[src/rtl/sram_arb_pkg.sv]
// Shared types and constants for the two-requester SRAM RW-port arbiter.
package sram_arb_pkg;

  localparam int unsigned NUM_REQ        = 2;
  localparam int unsigned SRAM_DEPTH     = 256;

  // Request fields are sized for the widest supported macro; narrower
  // instances zero-extend into them.
  localparam int unsigned MAX_ADDR_WIDTH = 16;
  localparam int unsigned MAX_DATA_WIDTH = 64;
  localparam int unsigned MAX_WMASKS     = 8;

  typedef enum logic {
    ST_CLEAR,
    ST_RUN
  } arb_state_e;

  typedef struct packed {
    logic                      we;
    logic [MAX_WMASKS-1:0]     wmask;
    logic [MAX_ADDR_WIDTH-1:0] addr;
    logic [MAX_DATA_WIDTH-1:0] wdata;
  } sram_req_t;

endpackage

[src/rtl/rr_arbiter2.sv]
// Two-way arbiter: round-robin with a last-grant pointer, or fixed priority
// to requester 1. Grants are combinational; the pointer moves only on a grant.
module rr_arbiter2 #(
  parameter int unsigned FIXED_PRIORITY = 0
) (
  input  logic       clk_i,
  input  logic       rst_ni,
  input  logic       en_i,
  input  logic [1:0] req_i,
  output logic [1:0] gnt_o
);

  // ptr_q names the requester that wins a tie.
  logic       ptr_q, ptr_d;
  logic [1:0] req;

  always_comb begin
    req   = req_i & {2{en_i}};
    gnt_o = '0;
    if (FIXED_PRIORITY != 0) begin
      if (req[1]) begin
        gnt_o = 2'b10;
      end else if (req[0]) begin
        gnt_o = 2'b01;
      end
    end else if (req == 2'b11) begin
      gnt_o = ptr_q ? 2'b10 : 2'b01;
    end else begin
      gnt_o = req;
    end
    ptr_d = (gnt_o != '0) ? gnt_o[0] : ptr_q;
  end

  always_ff @(posedge clk_i or negedge rst_ni) begin
    if (!rst_ni) begin
      ptr_q <= 1'b0;
    end else begin
      ptr_q <= ptr_d;
    end
  end

endmodule

[src/rtl/sram_rw_port_arbiter.sv]
// Shares the OpenRAM RW port between the LSU (req 0) and the loader/debug
// master (req 1), with an optional post-reset zero-fill of the array.
module sram_rw_port_arbiter
  import sram_arb_pkg::*;
#(
  parameter int unsigned ADDR_WIDTH     = 8,
  parameter int unsigned DATA_WIDTH     = 32,
  parameter int unsigned NUM_WMASKS     = 4,
  parameter int unsigned CLEAR_ON_RESET = 0,
  parameter int unsigned FIXED_PRIORITY = 0
) (
  input  logic                          clk,
  input  logic                          rst_n,
  input  logic [NUM_REQ-1:0]            rq_valid,
  output logic [NUM_REQ-1:0]            rq_ready,
  input  logic [NUM_REQ-1:0]            rq_we,
  input  logic [NUM_REQ*NUM_WMASKS-1:0] rq_wmask,
  input  logic [NUM_REQ*ADDR_WIDTH-1:0] rq_addr,
  input  logic [NUM_REQ*DATA_WIDTH-1:0] rq_wdata,
  output logic [NUM_REQ-1:0]            rsp_valid,
  output logic [DATA_WIDTH-1:0]         rsp_rdata,
  output logic                          init_done,
  output logic                          sram_csb0,
  output logic                          sram_web0,
  output logic [NUM_WMASKS-1:0]         sram_wmask0,
  output logic [ADDR_WIDTH-1:0]         sram_addr0,
  output logic [DATA_WIDTH-1:0]         sram_din0,
  input  logic [DATA_WIDTH-1:0]         sram_dout0
);

  arb_state_e                state_q, state_d;
  logic [ADDR_WIDTH-1:0]     clr_cnt_q, clr_cnt_d;

  logic [ADDR_WIDTH-1:0]     addr_q;
  logic [DATA_WIDTH-1:0]     din_q;
  logic [NUM_WMASKS-1:0]     wmask_q;

  logic                      tag_vld_q, tag_vld_d;
  logic                      tag_id_q, tag_id_d;
  logic [NUM_REQ-1:0]        rsp_valid_q, rsp_valid_d;
  logic [DATA_WIDTH-1:0]     rsp_rdata_q, rsp_rdata_d;

  sram_req_t                 req [NUM_REQ];
  sram_req_t                 sel;
  logic [NUM_REQ-1:0]        gnt;
  logic                      gnt_id;
  logic                      arb_en;
  logic                      unused_sel;

  always_comb begin
    for (int unsigned r = 0; r < NUM_REQ; r++) begin
      req[r]                        = '0;
      req[r].we                     = rq_we[r];
      req[r].wmask[NUM_WMASKS-1:0]  = rq_wmask[r*NUM_WMASKS +: NUM_WMASKS];
      req[r].addr[ADDR_WIDTH-1:0]   = rq_addr[r*ADDR_WIDTH +: ADDR_WIDTH];
      req[r].wdata[DATA_WIDTH-1:0]  = rq_wdata[r*DATA_WIDTH +: DATA_WIDTH];
    end
  end

  // Handshake and pin drive are combinational, so they are gated by rst_n
  // to give reset-value outputs while reset is held.
  assign arb_en = rst_n && (state_q == ST_RUN);

  rr_arbiter2 #(
    .FIXED_PRIORITY(FIXED_PRIORITY)
  ) u_arb (
    .clk_i (clk),
    .rst_ni(rst_n),
    .en_i  (arb_en),
    .req_i (rq_valid),
    .gnt_o (gnt)
  );

  assign gnt_id     = gnt[1];
  assign sel        = req[gnt_id];
  assign unused_sel = ^sel;
  assign rq_ready   = gnt;
  assign init_done  = (state_q == ST_RUN);
  assign rsp_valid  = rsp_valid_q;
  assign rsp_rdata  = rsp_rdata_q;

  // SRAM pin mux: clear sweep, granted request, or idle with held pins.
  always_comb begin
    sram_csb0   = 1'b1;
    sram_web0   = 1'b1;
    sram_wmask0 = wmask_q;
    sram_addr0  = addr_q;
    sram_din0   = din_q;
    if (rst_n && (state_q == ST_CLEAR)) begin
      sram_csb0   = 1'b0;
      sram_web0   = 1'b0;
      sram_wmask0 = '1;
      sram_addr0  = clr_cnt_q;
      sram_din0   = '0;
    end else if (gnt != '0) begin
      sram_csb0   = 1'b0;
      sram_web0   = ~sel.we;
      sram_wmask0 = sel.wmask[NUM_WMASKS-1:0];
      sram_addr0  = sel.addr[ADDR_WIDTH-1:0];
      sram_din0   = sel.wdata[DATA_WIDTH-1:0];
    end
  end

  always_comb begin
    state_d   = state_q;
    clr_cnt_d = clr_cnt_q;
    if (state_q == ST_CLEAR) begin
      clr_cnt_d = clr_cnt_q + ADDR_WIDTH'(1);
      if (clr_cnt_q == '1) begin
        state_d = ST_RUN;
      end
    end
  end

  // Read tag is taken at the accept edge; the macro drives dout0 by the
  // following negedge, so data and the valid pulse register one edge later.
  always_comb begin
    tag_vld_d   = (gnt != '0) && !sel.we;
    tag_id_d    = gnt_id;
    rsp_valid_d = tag_vld_q ? {tag_id_q, ~tag_id_q} : '0;
    rsp_rdata_d = tag_vld_q ? sram_dout0 : rsp_rdata_q;
  end

  always_ff @(posedge clk or negedge rst_n) begin
    if (!rst_n) begin
      state_q     <= (CLEAR_ON_RESET != 0) ? ST_CLEAR : ST_RUN;
      clr_cnt_q   <= '0;
      addr_q      <= '0;
      din_q       <= '0;
      wmask_q     <= '0;
      tag_vld_q   <= 1'b0;
      tag_id_q    <= 1'b0;
      rsp_valid_q <= '0;
      rsp_rdata_q <= '0;
    end else begin
      state_q     <= state_d;
      clr_cnt_q   <= clr_cnt_d;
      if (!sram_csb0) begin
        addr_q  <= sram_addr0;
        din_q   <= sram_din0;
        wmask_q <= sram_wmask0;
      end
      tag_vld_q   <= tag_vld_d;
      tag_id_q    <= tag_id_d;
      rsp_valid_q <= rsp_valid_d;
      rsp_rdata_q <= rsp_rdata_d;
    end
  end

endmodule

[config.mk]
export PLATFORM = sky130hd
export DESIGN_NAME = sram_rw_port_arbiter
export DESIGN_NICKNAME = d
export VERILOG_FILES = /design/src/rtl/sram_arb_pkg.sv /design/src/rtl/rr_arbiter2.sv /design/src/rtl/sram_rw_port_arbiter.sv
export SDC_FILE = /design/constraint.sdc
export NUM_CORES = 1
export LEC_CHECK = 0
export CAP_MARGIN = 10
export CORE_MARGIN = 2
export CORE_UTILIZATION = 44
export DETAILED_ROUTE_END_ITERATION = 10
export MAX_ROUTING_LAYER = met4
export PLACE_DENSITY = 0.87
export SLEW_MARGIN = 30
export SYNTH_ARGS = -nofsm -noshare
export SYNTH_HDL_FRONTEND = slang
export SYNTH_SLANG_ARGS = --single-unit
[constraint.sdc]
create_clock -name clk -period 4.19 [get_ports clk]
set_clock_uncertainty 0.2 [all_clocks]
set_input_delay 1.257 -clock clk [delete_from_list [all_inputs] [get_ports clk]]
set_output_delay 1.257 -clock clk [all_outputs]
set_load 0.005 [all_outputs]
======== Yosys cells after proc, flatten, opt, wreduce, memory -nomap -nowiden ========
Index checks and enable logic that the tools add are counted.
W data, S select, Z words.
storage, ports and cells
  output and inout port bits .............. 83
  register bits after elaboration ......... 90
  logic and storage cells ................. 42
operators by class
  magnitude comparators ................... 1
  reduce and logical (&&, ||, !) cells .... 5
  $add $sub $neg .......................... 1
  bitwise operators ....................... 5
  mux-type cells .......................... 18
  equal/unequal tests ..................... 2
operator list
  operator               number
  $mux W89               3
  $mux W32               2
  $mux W8                2
  $add A8 B1 Y8 const B  1
  $eq A8 B8 Y1 const B   1
  $mux W4                2
  $mux W1                6
  $mux W2                3
  $logic_and A1 B1 Y1    3
  $not A1 Y1             3
  $and A2 B2 Y2          1
  $eq A2 B2 Y1 const B   1
  $ge A2 B2 Y1 const B   1
  $not A1 Y2             1
  $reduce_bool A2 Y1     1
  $logic_not A1 Y1       1

======== Logic depth before layout (Yosys ltp) ========
  word-level depth ........................ 11
  gate-level depth with buffers ........... 6
  gate-level depth less buffers ........... 5

======== By module ========
From an unflattened synthesis, not the netlist that was laid out.
unflattened totals
  cell total of the unflattened synthesis .. 417
  area, all modules ....................... 4,374.2 um^2
modules (own cells, without submodules)
  module                cells an instance  area each (um^2)  times used  sequential area each (um^2)
  sram_rw_port_arbiter  409                4,312.9           1           2,228.4
  rr_arbiter2           8                  61.3              1           25.0

======== Least setup slack after synthesis ========
No wires, ideal clock.
  path type ............................... input -> output
  start point ............................. input port rst_n
  end point ............................... output port sram_wmask0[0]
  path slack .............................. 0.630 ns
  arrival time ............................ 2.103 ns
  path buffers ............................ 1
  stages on the path ...................... 5
  cells stage by stage .................... and2_2 > o21ai_2 > buf_4 > nor2_1 > a211oi_1
on the way
  cells in the longest elaborated chain, start to end .. 10
  elaborated cells between the ends (all ways) .. 12
RTL lines
  what                                         RTL line                    RTL
  start, declared                              sram_rw_port_arbiter.sv:13  input logic rst_n,
  $logic_and A1 B1 Y1                          sram_rw_port_arbiter.sv:62  assign arb_en = rst_n && (state_q == ST_RUN);
  $and A2 B2 Y2                                rr_arbiter2.sv:18           req = req_i & {2{en_i}};
  $eq A2 B2 Y1                                 rr_arbiter2.sv:26           end else if (req == 2'b11) begin
  $mux W2                                      rr_arbiter2.sv:26
  $not A1 Y2 (not written as such)             sram_rw_port_arbiter.sv:75  assign sel = req[gnt_id];
  $mux W89 (not written as such) (3 in a row)  sram_rw_port_arbiter.sv:75
  $mux W4                                      sram_rw_port_arbiter.sv:95  end else if (gnt != '0) begin
  $mux W4 (*)                                  sram_rw_port_arbiter.sv:89  if (rst_n && (state_q == ST_CLEAR)) begin
  end, declared                                sram_rw_port_arbiter.sv:25  output logic [NUM_WMASKS-1:0] sram_wmask0,
Every way passes the cells marked *; elsewhere a longest branch is shown, timed or not. The select of a mux whose other input is x is not followed.

======== Worst setup path after layout ========
  start point ............................. input port rq_valid[0]
  end point ............................... output port sram_din0[25]
on the way
  cells in the longest elaborated chain, start to end .. 9
  elaborated cells between the ends (all ways) .. 10
RTL lines
  what                                         RTL line                    RTL
  start, declared                              sram_rw_port_arbiter.sv:14  input logic [NUM_REQ-1:0] rq_valid,
  $and A2 B2 Y2 (*)                            rr_arbiter2.sv:18
  $eq A2 B2 Y1                                 rr_arbiter2.sv:26
  $mux W2 (*)                                  rr_arbiter2.sv:26
  $not A1 Y2 (not written as such)             sram_rw_port_arbiter.sv:75
  $mux W89 (not written as such) (3 in a row)  sram_rw_port_arbiter.sv:75
  $mux W32 (*)                                 sram_rw_port_arbiter.sv:95
  $mux W32 (*)                                 sram_rw_port_arbiter.sv:89
  end, declared                                sram_rw_port_arbiter.sv:27  output logic [DATA_WIDTH-1:0] sram_din0,
Marked as above.

==> metrics.csv <==
metric;value;unit
final hold slack;0.239;ns
Seq/Total Area, Yosys;0.541;
starting density of the core;0.453;
CP Depth;8;
worst-path cell chain;buf_2 > inv_2 > o21ai_4 > buf_12 > buf_12 > mux2i_2 > o21ai_1 > clkdlybuf4s50_1;
Clock Root Buffer;clkbuf_8;
Synth Flop Type;dfrtp_1;
Sequential Power Share;0.500;
Syn Inst Count;363;
routed via count;3837;
area of the mapped netlist;4170;µm²
Crit. End Element;output pin;
Setup Total Neg Slack;-0.0167;ns
Ports;209;
reg2reg setup slack;1.99;ns
H-Tree Depth;3;
Worst-path clk slew;0.10;ns
Die Span Y;101;µm
Psw;0.000411;W
Yosys top cell by area;dfrtp_1;
top cells by area, synth;dfrtp_1, mux2i_1, mux2_2, o21ai_0, nand2_1;
Worst Path Arrival;2.75;ns
Max-Cap Viols;0;
Worst EP required;2.73;ns
Worst Tran Pin Value;0.769;ns
drt first-iter violations;94;
Post-DP HPWL;9.24;mm
crit-path max FO;8;
largest net degree at the start of global routing;62;
DP Area;6520;µm²
IO Port Bufs;208;
cell at the slowest stage of the critical path;clkdlybuf4s50_1;
# DRC;0;
worst vdd ir;0.153;mV
vias in the first global route;3914;
RR Endpoint;din_q[23];
Logic pwr share;0.165;
Slew headroom;0.487;
unrepaired setup endpoints after global routing;true;
# rows;35;
Cell variety after synth;37;
status;finished, violations left;
synth warn;0;
cell repeated most along the worst path;buf_12;
die footprint;10300;µm²
Final ANT Viol Nets;0;
clock network power share;0.334;
filler cell count;572;
fin crit period;4.21;ns
worst-case clock buffer depth;2;
Syn Area/Cell;11.5;µm²
Pleak;3.46;nW
DRT Wirelength;13.8;mm
worst min path class;reg2reg;
synth cell count leaders;dfrtp_1, o21ai_0, mux2i_1;
CP max stage delay;0.47;ns
number of flops mapped to enable cells by yosys;0;
most frequent cell after synthesis;dfrtp_1;
period utilization;1.00;
Slew Limit Fails;0;
gr ovfl total;0;
Hold-fix buffers, CTS;0;
Sw Share;0.235;
final worst setup slack;-0.0167;ns
CP Launch Type;input pin;
Max Freq;238;MHz
Pre-Repair DR Iteration Count;4;
CTS buffer count;9;
Post-Synthesis Net Count;490;
Clk Latency, worst-skew pair;0.34;ns
Critical path origin;rq_valid[0];
CTS tree;built;
asr flop ratio synth;1.00;
Power Dens Cells;242;nW/µm²
initial antenna violation count;0;
worst setup path end;sram_din0[25];
die width;101;µm
Final Hold Viols;0;
WP buf/inv;5;
nets;736;
Reg2Reg Launch Point;init_done;
internal power;0.00133;W
RD Place Congestion;0.802;
first-pass GRT wire length;19.6;mm
CP delay by family, top;buffers and inverters;
gr usage total;0.253;
critical path class;in2out;
DR vias/cell;5.29;
final core occ;0.784;
core box area;9200;µm²
total power;0.00174;W
wire per inst;19.0;µm
Sink Count;90;
Seq cells post-synth;90;
failing checks;setup timing;
Synth top area share;0.534;
Final setup viols;1;
ANT cells;0;
ratio of cells with drive above 1 in the final layout;0.230;
final instance area;7210;µm²
Reg2Reg Depth;7;
Layout area overhead;73.0;%
[registers in the layout (all words and copies together) (netlist names)]
signal	count
din_q	32
rsp_rdata	32
addr_q	8
clr_cnt_q	8
wmask_q	4
rsp_valid	2
init_done	1
tag_id_q	1
tag_vld_q	1
u_arb.ptr_q	1
[worst min path at each step]
stage	start	to	slack (ns)	cells past startpoint
after global placement	tag_id_q	rsp_valid[0]	0.20	1
after CTS	tag_id_q	rsp_valid[0]	0.24	1
final	tag_id_q	rsp_valid[0]	0.24	1
after global routing	tag_id_q	rsp_valid[0]	0.27	1
after detailed placement	tag_id_q	rsp_valid[0]	0.21	1
after floorplan	tag_id_q	rsp_valid[0]	0.19	1
[layout make-up]
type	count	area, µm²	share of cell area
multi-input combinational	246	1940	0.270
sequential	90	2250	0.312
inverter	4	27.5	0.00382
tap	111	139	0.0193
clock inverter	6	65.1	0.00902
timing repair buffer	258	2660	0.368
clock buffer	10	128	0.0177
[placed cells by master, fill, tap and decap left out, drive strengths merged, types with 2 or more instances in the layout]
cell and instances:
mux2i 40, o21ai 84, nor3 4, a22oi 8, buf 51, nor2 11
inv 5, nand2 36, a211oi 8, xor2 2, nand4 3, clkdlybuf4s50 170
mux2 34, and2 2, clkinv 3, dfrtp 89, clkbuf 12, dlymetal6s2s 16
xnor2 5, dlygate4sd2 17
[routing by layer]
metal  global-route usage  vias to the layer above  share of wire
li1                     -                     1781              -
met1                0.286                     1860           0.39
met2                0.451                      178           0.52
met3               0.0614                       18          0.065
met4               0.0624                        0          0.019
met5                    -                        -              0
[stage by stage]
stage	worst slack, ns	std cells
2_1_floorplan	0.630	363
3_3_place_gp	-0.464	692
3_5_place_dp	-0.528	692
4_1_cts	-0.0709	717
5_1_grt	-0.0774	725
6_report	-0.0167	725
[power groups by stage]
stage	Sequential (W)	Clock (W)	Combinational [W]
floorplan	0.000890	0	0.0000617
global placement	0.000889	0	0.000225
detailed placement	0.000890	0	0.000231
CTS	0.000872	0.000594	0.000257
global route	0.000873	0.000635	0.000307
finish	0.000872	0.000583	0.000289
[cell families (layout without fill, tap and decap cells)]
family | after synthesis | after routing | share of synthesized area
compound gates | 104 | 104 | 0.146
xor+xnor | 7 | 7 | 0.0147
fa+ha+maj | 1 | 1 | 0.00300
buf+inv | 27 | 278 | 0.0465
flops | 90 | 90 | 0.541
mux | 74 | 74 | 0.189
simple gates | 60 | 60 | 0.0609
[timing repair]
item,CTS,global route
endpoints found under the hold margin,0,0
endpoints found under the setup margin,47,38
pin swaps,2,2
resized for setup,59,53
buffers inserted,6,7
gates cloned,3,1
Power figures use the tool's default switching activity.
